File: src/rtl/capture_sequencer_if.sv
// Stream interface between the ADC sampler, the capture sequencer and the
// downstream processing chain.
//
//   adc_data        unsigned ADC sample
//   adc_data_valid  one-cycle strobe qualifying adc_data
//   smp_data        signed, offset-removed sample
//   smp_valid       smp_data is valid
//   smp_ready       downstream accepts smp_data
//   smp_last        smp_data is the last sample of its frame
//   frame_idx       frame index of smp_data
//
// The master modport is the sequencer side: it consumes the ADC stream and
// sources the sample stream. The slave modport is the environment side.
interface capture_sequencer_if #(
  parameter int DATA_W = 12,
  parameter int IDX_W  = 6
) ();

  logic        [DATA_W-1:0] adc_data;
  logic                     adc_data_valid;
  logic signed [DATA_W-1:0] smp_data;
  logic                     smp_valid;
  logic                     smp_ready;
  logic                     smp_last;
  logic        [IDX_W-1:0]  frame_idx;

  modport master (
    input  adc_data,
    input  adc_data_valid,
    input  smp_ready,
    output smp_data,
    output smp_valid,
    output smp_last,
    output frame_idx
  );

  modport slave (
    output adc_data,
    output adc_data_valid,
    output smp_ready,
    input  smp_data,
    input  smp_valid,
    input  smp_last,
    input  frame_idx
  );

endinterface

File: src/rtl/capture_sequencer.sv
// Capture sequencer: runs one recording pass between the ADC sampler and the
// processing chain. After start it keeps one of every DECIM valid ADC
// samples, removes the DC offset and presents the result on a valid/ready
// stream framed into NUM_FRAMES frames of FRAME_LEN samples.
//
// Ports:
//   clk      system clock
//   reset    asynchronous, active-low reset
//   start    single-cycle request to begin a pass (ignored while busy)
//   abort    single-cycle request to cancel a pass (ignored when idle)
//   stream   master side of capture_sequencer_if (ADC in, samples out)
//   busy     high in every state except IDLE
//   done     one-cycle pulse when a pass completes
//   overrun  sticky: a kept sample was dropped because of backpressure
module capture_sequencer #(
  parameter int DATA_W     = 12,
  parameter int FRAME_LEN  = 1024,
  parameter int NUM_FRAMES = 64,
  parameter int DECIM      = 4,
  parameter int DC_OFFSET  = 2048
) (
  input  logic                clk,
  input  logic                reset,
  input  logic                start,
  input  logic                abort,
  capture_sequencer_if.master stream,
  output logic                busy,
  output logic                done,
  output logic                overrun
);

  localparam int SMP_W = $clog2(FRAME_LEN);
  localparam int IDX_W = (NUM_FRAMES > 1) ? $clog2(NUM_FRAMES) : 1;
  localparam int DEC_W = (DECIM > 1) ? $clog2(DECIM) : 1;

  typedef enum logic [1:0] {
    IDLE,
    CAPTURE,
    DRAIN,
    DONE
  } state_t;

  state_t state;
  state_t state_nxt;

  logic [DEC_W-1:0] dec_cnt;
  logic [SMP_W-1:0] smp_cnt;
  logic [IDX_W-1:0] frm_cnt;

  logic signed [DATA_W-1:0] smp_data_p1;
  logic                     vld_p1;
  logic                     last_p1;
  logic        [IDX_W-1:0]  frm_p1;

  logic begin_pass;
  logic kill;
  logic adc_in;
  logic keep;
  logic load;
  logic drop;
  logic take;
  logic last_smp;
  logic last_frm;

  // Mod-2^DATA_W subtraction reinterpreted as two's complement, so mid-scale
  // maps to zero and the rails map to the signed extremes.
  function automatic logic signed [DATA_W-1:0] remove_offset(
    input logic [DATA_W-1:0] raw
  );
    logic [DATA_W-1:0] diff;
    diff = raw - DATA_W'(DC_OFFSET);
    return signed'(diff);
  endfunction

  assign take     = vld_p1 && stream.smp_ready;
  assign last_smp = (smp_cnt == SMP_W'(FRAME_LEN - 1));
  assign last_frm = (frm_cnt == IDX_W'(NUM_FRAMES - 1));
  assign busy     = (state != IDLE);

  always_ff @(posedge clk or negedge reset) begin
    if (!reset) begin
      state <= IDLE;
    end else begin
      state <= state_nxt;
    end
  end

  always_comb begin
    state_nxt  = state;
    begin_pass = 1'b0;
    kill       = 1'b0;
    adc_in     = 1'b0;
    keep       = 1'b0;
    load       = 1'b0;
    drop       = 1'b0;
    case (state)
      IDLE: begin
        if (start && !abort) begin
          state_nxt  = CAPTURE;
          begin_pass = 1'b1;
        end
      end
      CAPTURE: begin
        if (abort) begin
          kill      = 1'b1;
          state_nxt = IDLE;
        end else begin
          adc_in = stream.adc_data_valid;
          keep   = adc_in && (dec_cnt == '0);
          // The output register can take a new sample when it is empty or
          // is being emptied by downstream in this same cycle.
          load   = keep && (!vld_p1 || stream.smp_ready);
          drop   = keep && vld_p1 && !stream.smp_ready;
          if (load && last_smp && last_frm) begin
            state_nxt = DRAIN;
          end
        end
      end
      DRAIN: begin
        if (abort) begin
          kill      = 1'b1;
          state_nxt = IDLE;
        end else if (take) begin
          state_nxt = DONE;
        end
      end
      DONE: begin
        kill      = abort;
        state_nxt = IDLE;
      end
      default: begin
        state_nxt = IDLE;
      end
    endcase
  end

  // Stage p0: decimation phase, sample position and frame position.
  always_ff @(posedge clk or negedge reset) begin
    if (!reset) begin
      dec_cnt <= '0;
      smp_cnt <= '0;
      frm_cnt <= '0;
      overrun <= 1'b0;
    end else if (begin_pass) begin
      dec_cnt <= '0;
      smp_cnt <= '0;
      frm_cnt <= '0;
      overrun <= 1'b0;
    end else begin
      if (adc_in) begin
        dec_cnt <= (dec_cnt == DEC_W'(DECIM - 1)) ? '0 : dec_cnt + DEC_W'(1);
      end
      if (load) begin
        if (last_smp) begin
          smp_cnt <= '0;
          frm_cnt <= frm_cnt + IDX_W'(1);
        end else begin
          smp_cnt <= smp_cnt + SMP_W'(1);
        end
      end
      if (drop) begin
        overrun <= 1'b1;
      end
    end
  end

  // Stage p1: output register, held stable while downstream stalls.
  always_ff @(posedge clk or negedge reset) begin
    if (!reset) begin
      smp_data_p1 <= '0;
      vld_p1      <= 1'b0;
      last_p1     <= 1'b0;
      frm_p1      <= '0;
    end else if (kill) begin
      vld_p1  <= 1'b0;
      last_p1 <= 1'b0;
    end else if (load) begin
      smp_data_p1 <= remove_offset(stream.adc_data);
      vld_p1      <= 1'b1;
      last_p1     <= last_smp;
      frm_p1      <= frm_cnt;
    end else if (take) begin
      vld_p1 <= 1'b0;
    end
  end

  // The completion pulse is registered out of DONE so that an abort arriving
  // while in DONE can still suppress it.
  always_ff @(posedge clk or negedge reset) begin
    if (!reset) begin
      done <= 1'b0;
    end else begin
      done <= (state == DONE) && !abort;
    end
  end

  assign stream.smp_data  = smp_data_p1;
  assign stream.smp_valid = vld_p1;
  assign stream.smp_last  = last_p1;
  assign stream.frame_idx = frm_p1;

endmodule

File: src/flat_wrapper.sv
// flat-port wrapper written by rule: the top's interface ports become plain ports
module capture_sequencer_flat 
#(
  parameter int DATA_W     = 12,
  parameter int FRAME_LEN  = 1024,
  parameter int NUM_FRAMES = 64,
  parameter int DECIM      = 4,
  parameter int DC_OFFSET  = 2048
)
  (clk, reset, start, abort, busy, done, overrun, stream_adc_data, stream_adc_data_valid, stream_smp_ready, stream_smp_data, stream_smp_valid, stream_smp_last, stream_frame_idx);
  capture_sequencer_if #(.DATA_W(DATA_W)) stream_i ();
  input  logic clk;
  input  logic reset;
  input  logic start;
  input  logic abort;
  output logic busy;
  output logic done;
  output logic overrun;
  input wire logic [$bits(stream_i.adc_data)-1:0] stream_adc_data;
  input wire logic [$bits(stream_i.adc_data_valid)-1:0] stream_adc_data_valid;
  input wire logic [$bits(stream_i.smp_ready)-1:0] stream_smp_ready;
  output wire logic [$bits(stream_i.smp_data)-1:0] stream_smp_data;
  output wire logic [$bits(stream_i.smp_valid)-1:0] stream_smp_valid;
  output wire logic [$bits(stream_i.smp_last)-1:0] stream_smp_last;
  output wire logic [$bits(stream_i.frame_idx)-1:0] stream_frame_idx;
  assign stream_i.adc_data = stream_adc_data;
  assign stream_i.adc_data_valid = stream_adc_data_valid;
  assign stream_i.smp_ready = stream_smp_ready;
  assign stream_smp_data = stream_i.smp_data;
  assign stream_smp_valid = stream_i.smp_valid;
  assign stream_smp_last = stream_i.smp_last;
  assign stream_frame_idx = stream_i.frame_idx;
  capture_sequencer #(.DATA_W(DATA_W), .FRAME_LEN(FRAME_LEN), .NUM_FRAMES(NUM_FRAMES), .DECIM(DECIM), .DC_OFFSET(DC_OFFSET)) u_core (.clk(clk), .reset(reset), .start(start), .abort(abort), .stream(stream_i), .busy(busy), .done(done), .overrun(overrun));
endmodule
File: config.mk
export PLATFORM = sky130hd
export DESIGN_NAME = capture_sequencer_flat
export DESIGN_NICKNAME = d
export VERILOG_FILES = /design/src/rtl/capture_sequencer_if.sv /design/src/rtl/capture_sequencer.sv /design/src/flat_wrapper.sv
export SDC_FILE = /design/constraint.sdc
export NUM_CORES = 1
export LEC_CHECK = 0
export ABC_CLOCK_PERIOD_IN_PS = 2200
export CELL_PAD_IN_SITES_DETAIL_PLACEMENT = 1
export CELL_PAD_IN_SITES_GLOBAL_PLACEMENT = 2
export CORE_ASPECT_RATIO = 0.8
export CORE_UTILIZATION = 31
export DETAILED_ROUTE_END_ITERATION = 16
export MAX_ROUTING_LAYER = met4
export PLACE_DENSITY_LB_ADDON = 0.08
export SYNTH_ARGS = -nofsm -noshare
export SYNTH_HDL_FRONTEND = slang
export SYNTH_SLANG_ARGS = --single-unit
File: constraint.sdc
create_clock -name clk -period 2.2 [get_ports clk]
set_input_delay 0.55 -clock clk [delete_from_list [all_inputs] [get_ports clk]]
set_output_delay 0.55 -clock clk [all_outputs]
set_load 0.01 [all_outputs]
# --- Word level (Yosys, flattened, before mapping) ---
# Index checks and enable logic that the tools add are counted.
word_totals:
  output_inout_bits: 23
  reg_bits: 42
  elab_cells: 82
classes:
  add_sub_neg: 4
  n_bitwise: 1
  n_reduce_logical: 26
  mux: 32
  n_eq_ne: 9
op_table:
  columns: ["operator", "count"]
  rows:
  - ["$mux 10", 3]
  - ["$mux 6", 3]
  - ["$mux 1", 16]
  - ["$mux 2", 8]
  - ["$reduce_bool 2->1", 6]
  - ["$sub 12x12->12 const B", 1]
  - ["$add 10x1->10 const B", 1]
  - ["$eq 10x10->1 const B", 1]
  - ["$logic_and 1x1->1", 9]
  - ["$pmux 2 s4", 1]
  - ["$add 6x1->6 const B", 1]
  - ["$eq 2x2->1 const B", 3]
  - ["$eq 6x6->1 const B", 1]
  - ["$ne 3x2->1 const B", 2]
  - ["$logic_not 2->1", 2]
  - ["$reduce_and 2->1", 2]
  - ["$logic_not 1->1", 3]
  - ["$reduce_and 3->1", 1]
  - ["$reduce_bool 3->1", 1]
  - ["$add 2x1->2 const B", 1]
  - ["$eq 2x1->1 const B", 1]
  - ["$ne 2x1->1 const B", 1]
  - ["$pmux 1 s2", 1]
  - ["$reduce_or 2->1", 1]
  - ["other kinds (2)", 2]

# --- Depth between registers and ports, before layout ---
logic_depth:
  word_depth: 8
  depth_mapped: 8

# --- Worst setup path after synthesis ---
# Ideal clock, no wire load.
synth_timing:
  kind: "register to register"
  startpoint: "register u_core.smp_cnt[0]"
  endpoint: "register u_core.frm_cnt[5]"
  required_ns: 2.123
  slack_ns: 0.428
  arrival_ns: 1.695
  path_stages_with_launch: 7
  synth_period_minus_slack_ns: 1.772
  setup_time_ns: 0.077
  cell_sequence: "dfrtp_1 -> ha_1 -> and3_1 -> nand4_1 -> buf_2 -> or4_1 -> a21oi_1"
synth_between:
  elab_chain_len: 3
synth_lines:
  columns: ["item", "line_no", "source"]
  rows:
  - ["start, declared", "capture_sequencer.sv:47", "logic [SMP_W-1:0] smp_cnt;"]
  - ["start signal, assigned", "capture_sequencer.sv:158", "smp_cnt <= smp_cnt + SMP_W'(1);"]
  - ["$eq 10x10->1", "capture_sequencer.sv:76", "assign last_smp = (smp_cnt == SMP_W'(FRAME_LEN - 1));"]
  - ["$reduce_bool 2->1 (no line)", null, null]
  - ["$reduce_and 2->1 (no line)", null, null]
  - ["end signal, assigned", "capture_sequencer.sv:156", "frm_cnt <= frm_cnt + IDX_W'(1);"]
  - ["end, declared", "capture_sequencer.sv:48", "logic [IDX_W-1:0] frm_cnt;"]
# No other way between the ends.
# A chain may end at the register's enable or synchronous reset.

# --- Worst setup path after layout ---
layout_timing:
  startpoint: "register u_core.state[0]"
  endpoint: "output busy"
layout_between:
  elab_chain_len: 1
layout_lines:
  columns: ["item", "line_no", "source"]
  rows:
  - ["start, declared", "capture_sequencer.sv:43", "state_t state;"]
  - ["start signal, assigned", "capture_sequencer.sv:84", "state <= state_nxt;"]
  - ["$reduce_bool 2->1", "capture_sequencer.sv:78", "assign busy = (state != IDLE);"]
  - ["end, declared", "flat_wrapper.sv:16", "output logic busy;"]
# No other way between the ends.

==> out/results.txt <==
status - finished, final reports clean
min-delay worst type - primary input to asynchronous set/reset pin
vias per cell - 4.918
Final period util - 0.9676
starting DRC count in detailed routing - 65
final max-slew violation count - 0
die width - 91.14 um
Synth top area share - 0.5333
top cell type by total area after synthesis - dfrtp_1
Final Cell Area - 2730 um^2
Synth warnings - 0
Synth Cell Area - 1971 um^2
CP required - 1650 ps
Primary FF master, synth - dfrtp_1
first drt pass iteration count - 4
n_diodes - 0
layout net count - 295
final wirelength - 5071 um
power share of the sequential group - 0.463
placed inst area - 2614 um^2
Synth Instances - 211
vias - 1741
Row Count - 25
CTS tree - yes
Clk Latency, worst-skew pair - 300 ps
Initial Util - 0.3281
first-pass GRT wire length - 8652 um
internal power - 1.481 mW
Worst Setup Slack, final - 71.31 ps
Post-synth EDFFs - 0
Routed WL per cell - 14.32 um
total CTS buffers - 5
Hold Buf Count CTS - 0
RSZ-0062 raised after global routing - false
Comb pwr share - 0.222
CTS root buf - clkbuf_8
Switching Fraction - 0.2634
Power Density - 736.3 nW/um^2
Core Box Area - 6006 um^2
die area - 6682 um^2
slew of the pin with the lowest slew margin - 446.9 ps
CP arrival - 1580 ps
Setup WS pre-CTS - -206.6 ps
Layout Cells excl Fill - 354
async set-reset flop share out of synthesis - 1.000
Overflow after GRT - 0
CTS H-tree lvls - 2
Slew headroom - 0.7021
Post-route DRC - 0
final worst path period need - 2129 ps
Tot GR Track Use - 0.1720
TritonCTS Sinks - 42
post-synthesis net count - 233
most frequent cells in the layout - 61 x nand2_1, 42 x dfrtp_1, 39 x clkdlybuf4s50_1
startpoint types - flip-flop
final RePlAce weighted congestion - 0.7642
fmax - 469.8 MHz
deepest clock path buffer count - 2
synth top area cells - dfrtp_1 53%, nand2_1 12%, a21oi_1 4.1%, nand3_1 4.1%, o31ai_1 3.4%
most common cell after layout, fill and taps aside - nand2_1
number of buffers added on ports - 40
fillers - 721
dpl hpwl - 3741 um
Post-CTS Setup Bufs - 0
die height - 73.32 um
net switching power - 529.5 uW
Seq/Total Area, Yosys - 0.5333
Max Clock Skew - 11.98 ps
Seq cells post-synth - 42
Final setup violation count - 0
Max Fanout on Critical Path - 9
leakage - 1.248 nW
Crit Path Class - flip-flop to output port
CTS clk-pin slew, worst paths - 80 ps
Post-DRT Antenna Nets - 0
Finished Core Util - 0.4546
Mapped Avg Cell Area - 9.340 um^2
antenna violations before repair - 0
ratio of cells with drive above 1 in the final layout - 0.1392
TNS Setup - 0 ps
clock share of power - 0.315
vias in the first global route - 1761
final hold vios - 0
pin count of the biggest net entering global routing - 26
Crit. End Element - output port
Layout area overhead - 38.54%
io pins - 41
max-cap violations - 0
peak supply drop - 292.5 uV
cts repair resizes - 0
dpl cells - 347
Cell variety after synth - 31
power by group through the flow:
stage | Combinational (mW) | Clock (mW) | Sequential, mW
after detailed placement | 0.454 | 0 | 0.944
after CTS | 0.456 | 0.658 | 0.932
after global placement | 0.449 | 0 | 0.944
after floorplan | 0.128 | 0 | 0.974
after global routing | 0.493 | 0.677 | 0.941
final | 0.446 | 0.634 | 0.930
kinds of logic (layout without fill, tap and decap cells):
family	Yosys count	count (layout)	share of synthesized area
compound gates	38	38	0.1149
fa+ha+maj	4	4	0.02540
buf+inv	12	74	0.02920
flops	42	42	0.5333
mux	1	1	0.005080
simple gates	114	114	0.2921
Yosys cell counts, drive strengths merged, types with 2 or more instances:
cell    number
nand2       61
dfrtp       42
a21oi       16
nand3       16
o21ai       10
o31ai        9
or4          7
buf          6
nor2         6
or3          6
and3         4
ha           4
and2         3
clkbuf       3
inv          3
a31oi        2
nand2b       2
nand4        2
layout make-up:
type	count	area [um^2]	share of cell area
sequential	42	1051	0.3850
multi-input combinational	157	865.8	0.3171
inverter	3	11.26	0.004125
timing repair buffer	64	588.1	0.2154
clock inverter	1	30.03	0.01100
clock buffer	6	82.58	0.03025
tap	81	101.3	0.03712
critical path, stage by stage, from the launching register on:
cell             delay (ps)
dfrtp_1                 480
or2_2                   330
clkdlybuf4s50_1         480
metal layers:
| layer | vias up | track usage | wire, um |
|---|---|---|---|
| met4 | 0 | 0.04233 | 34 |
| met5 | - | - | 0 |
| met3 | 2 | 0.04865 | 137 |
| met2 | 30 | 0.2660 | 2218 |
| li1 | 858 | - | - |
| met1 | 851 | 0.2248 | 2680 |
stage by stage:
stage | power (mW) | hold slack [ps]
detailed placement | 1.398 | 465.8
finish | 2.010 | 195.8
global placement | 1.393 | 458.1
floorplan | 1.102 | 254.4
global route | 2.111 | 208.1
CTS | 2.046 | 200.8
sequential cells by signal (all words and copies together) (netlist names):
name	count
u_core.frm_cnt	6
u_core.stream.frame_idx	6
u_core.stream.smp_valid	1
u_core.state	2
u_core.dec_cnt	2
u_core.stream.smp_last	1
u_core.overrun	1
u_core.smp_cnt	10
u_core.stream.smp_data	12
u_core.done	1
worst paths after layout:
check | start | to | slack, ps | cells past startpoint
setup reg to reg | u_core.smp_cnt[0] | u_core.frm_cnt[3] | 220 | 6
min in group clk | u_core.stream.frame_idx[2] | u_core.stream.frame_idx[2] | 480 | 2
max in group asynchronous | reset | u_core.frm_cnt[5] | 1510 | 2
hold reg to reg | u_core.stream.frame_idx[2] | u_core.stream.frame_idx[2] | 480 | 2
setup / recovery | u_core.state[0] | busy | 70 | 2
hold / removal | reset | u_core.state[1] | 200 | 1
No activity file was read; power rests on OpenSTA's default activity.
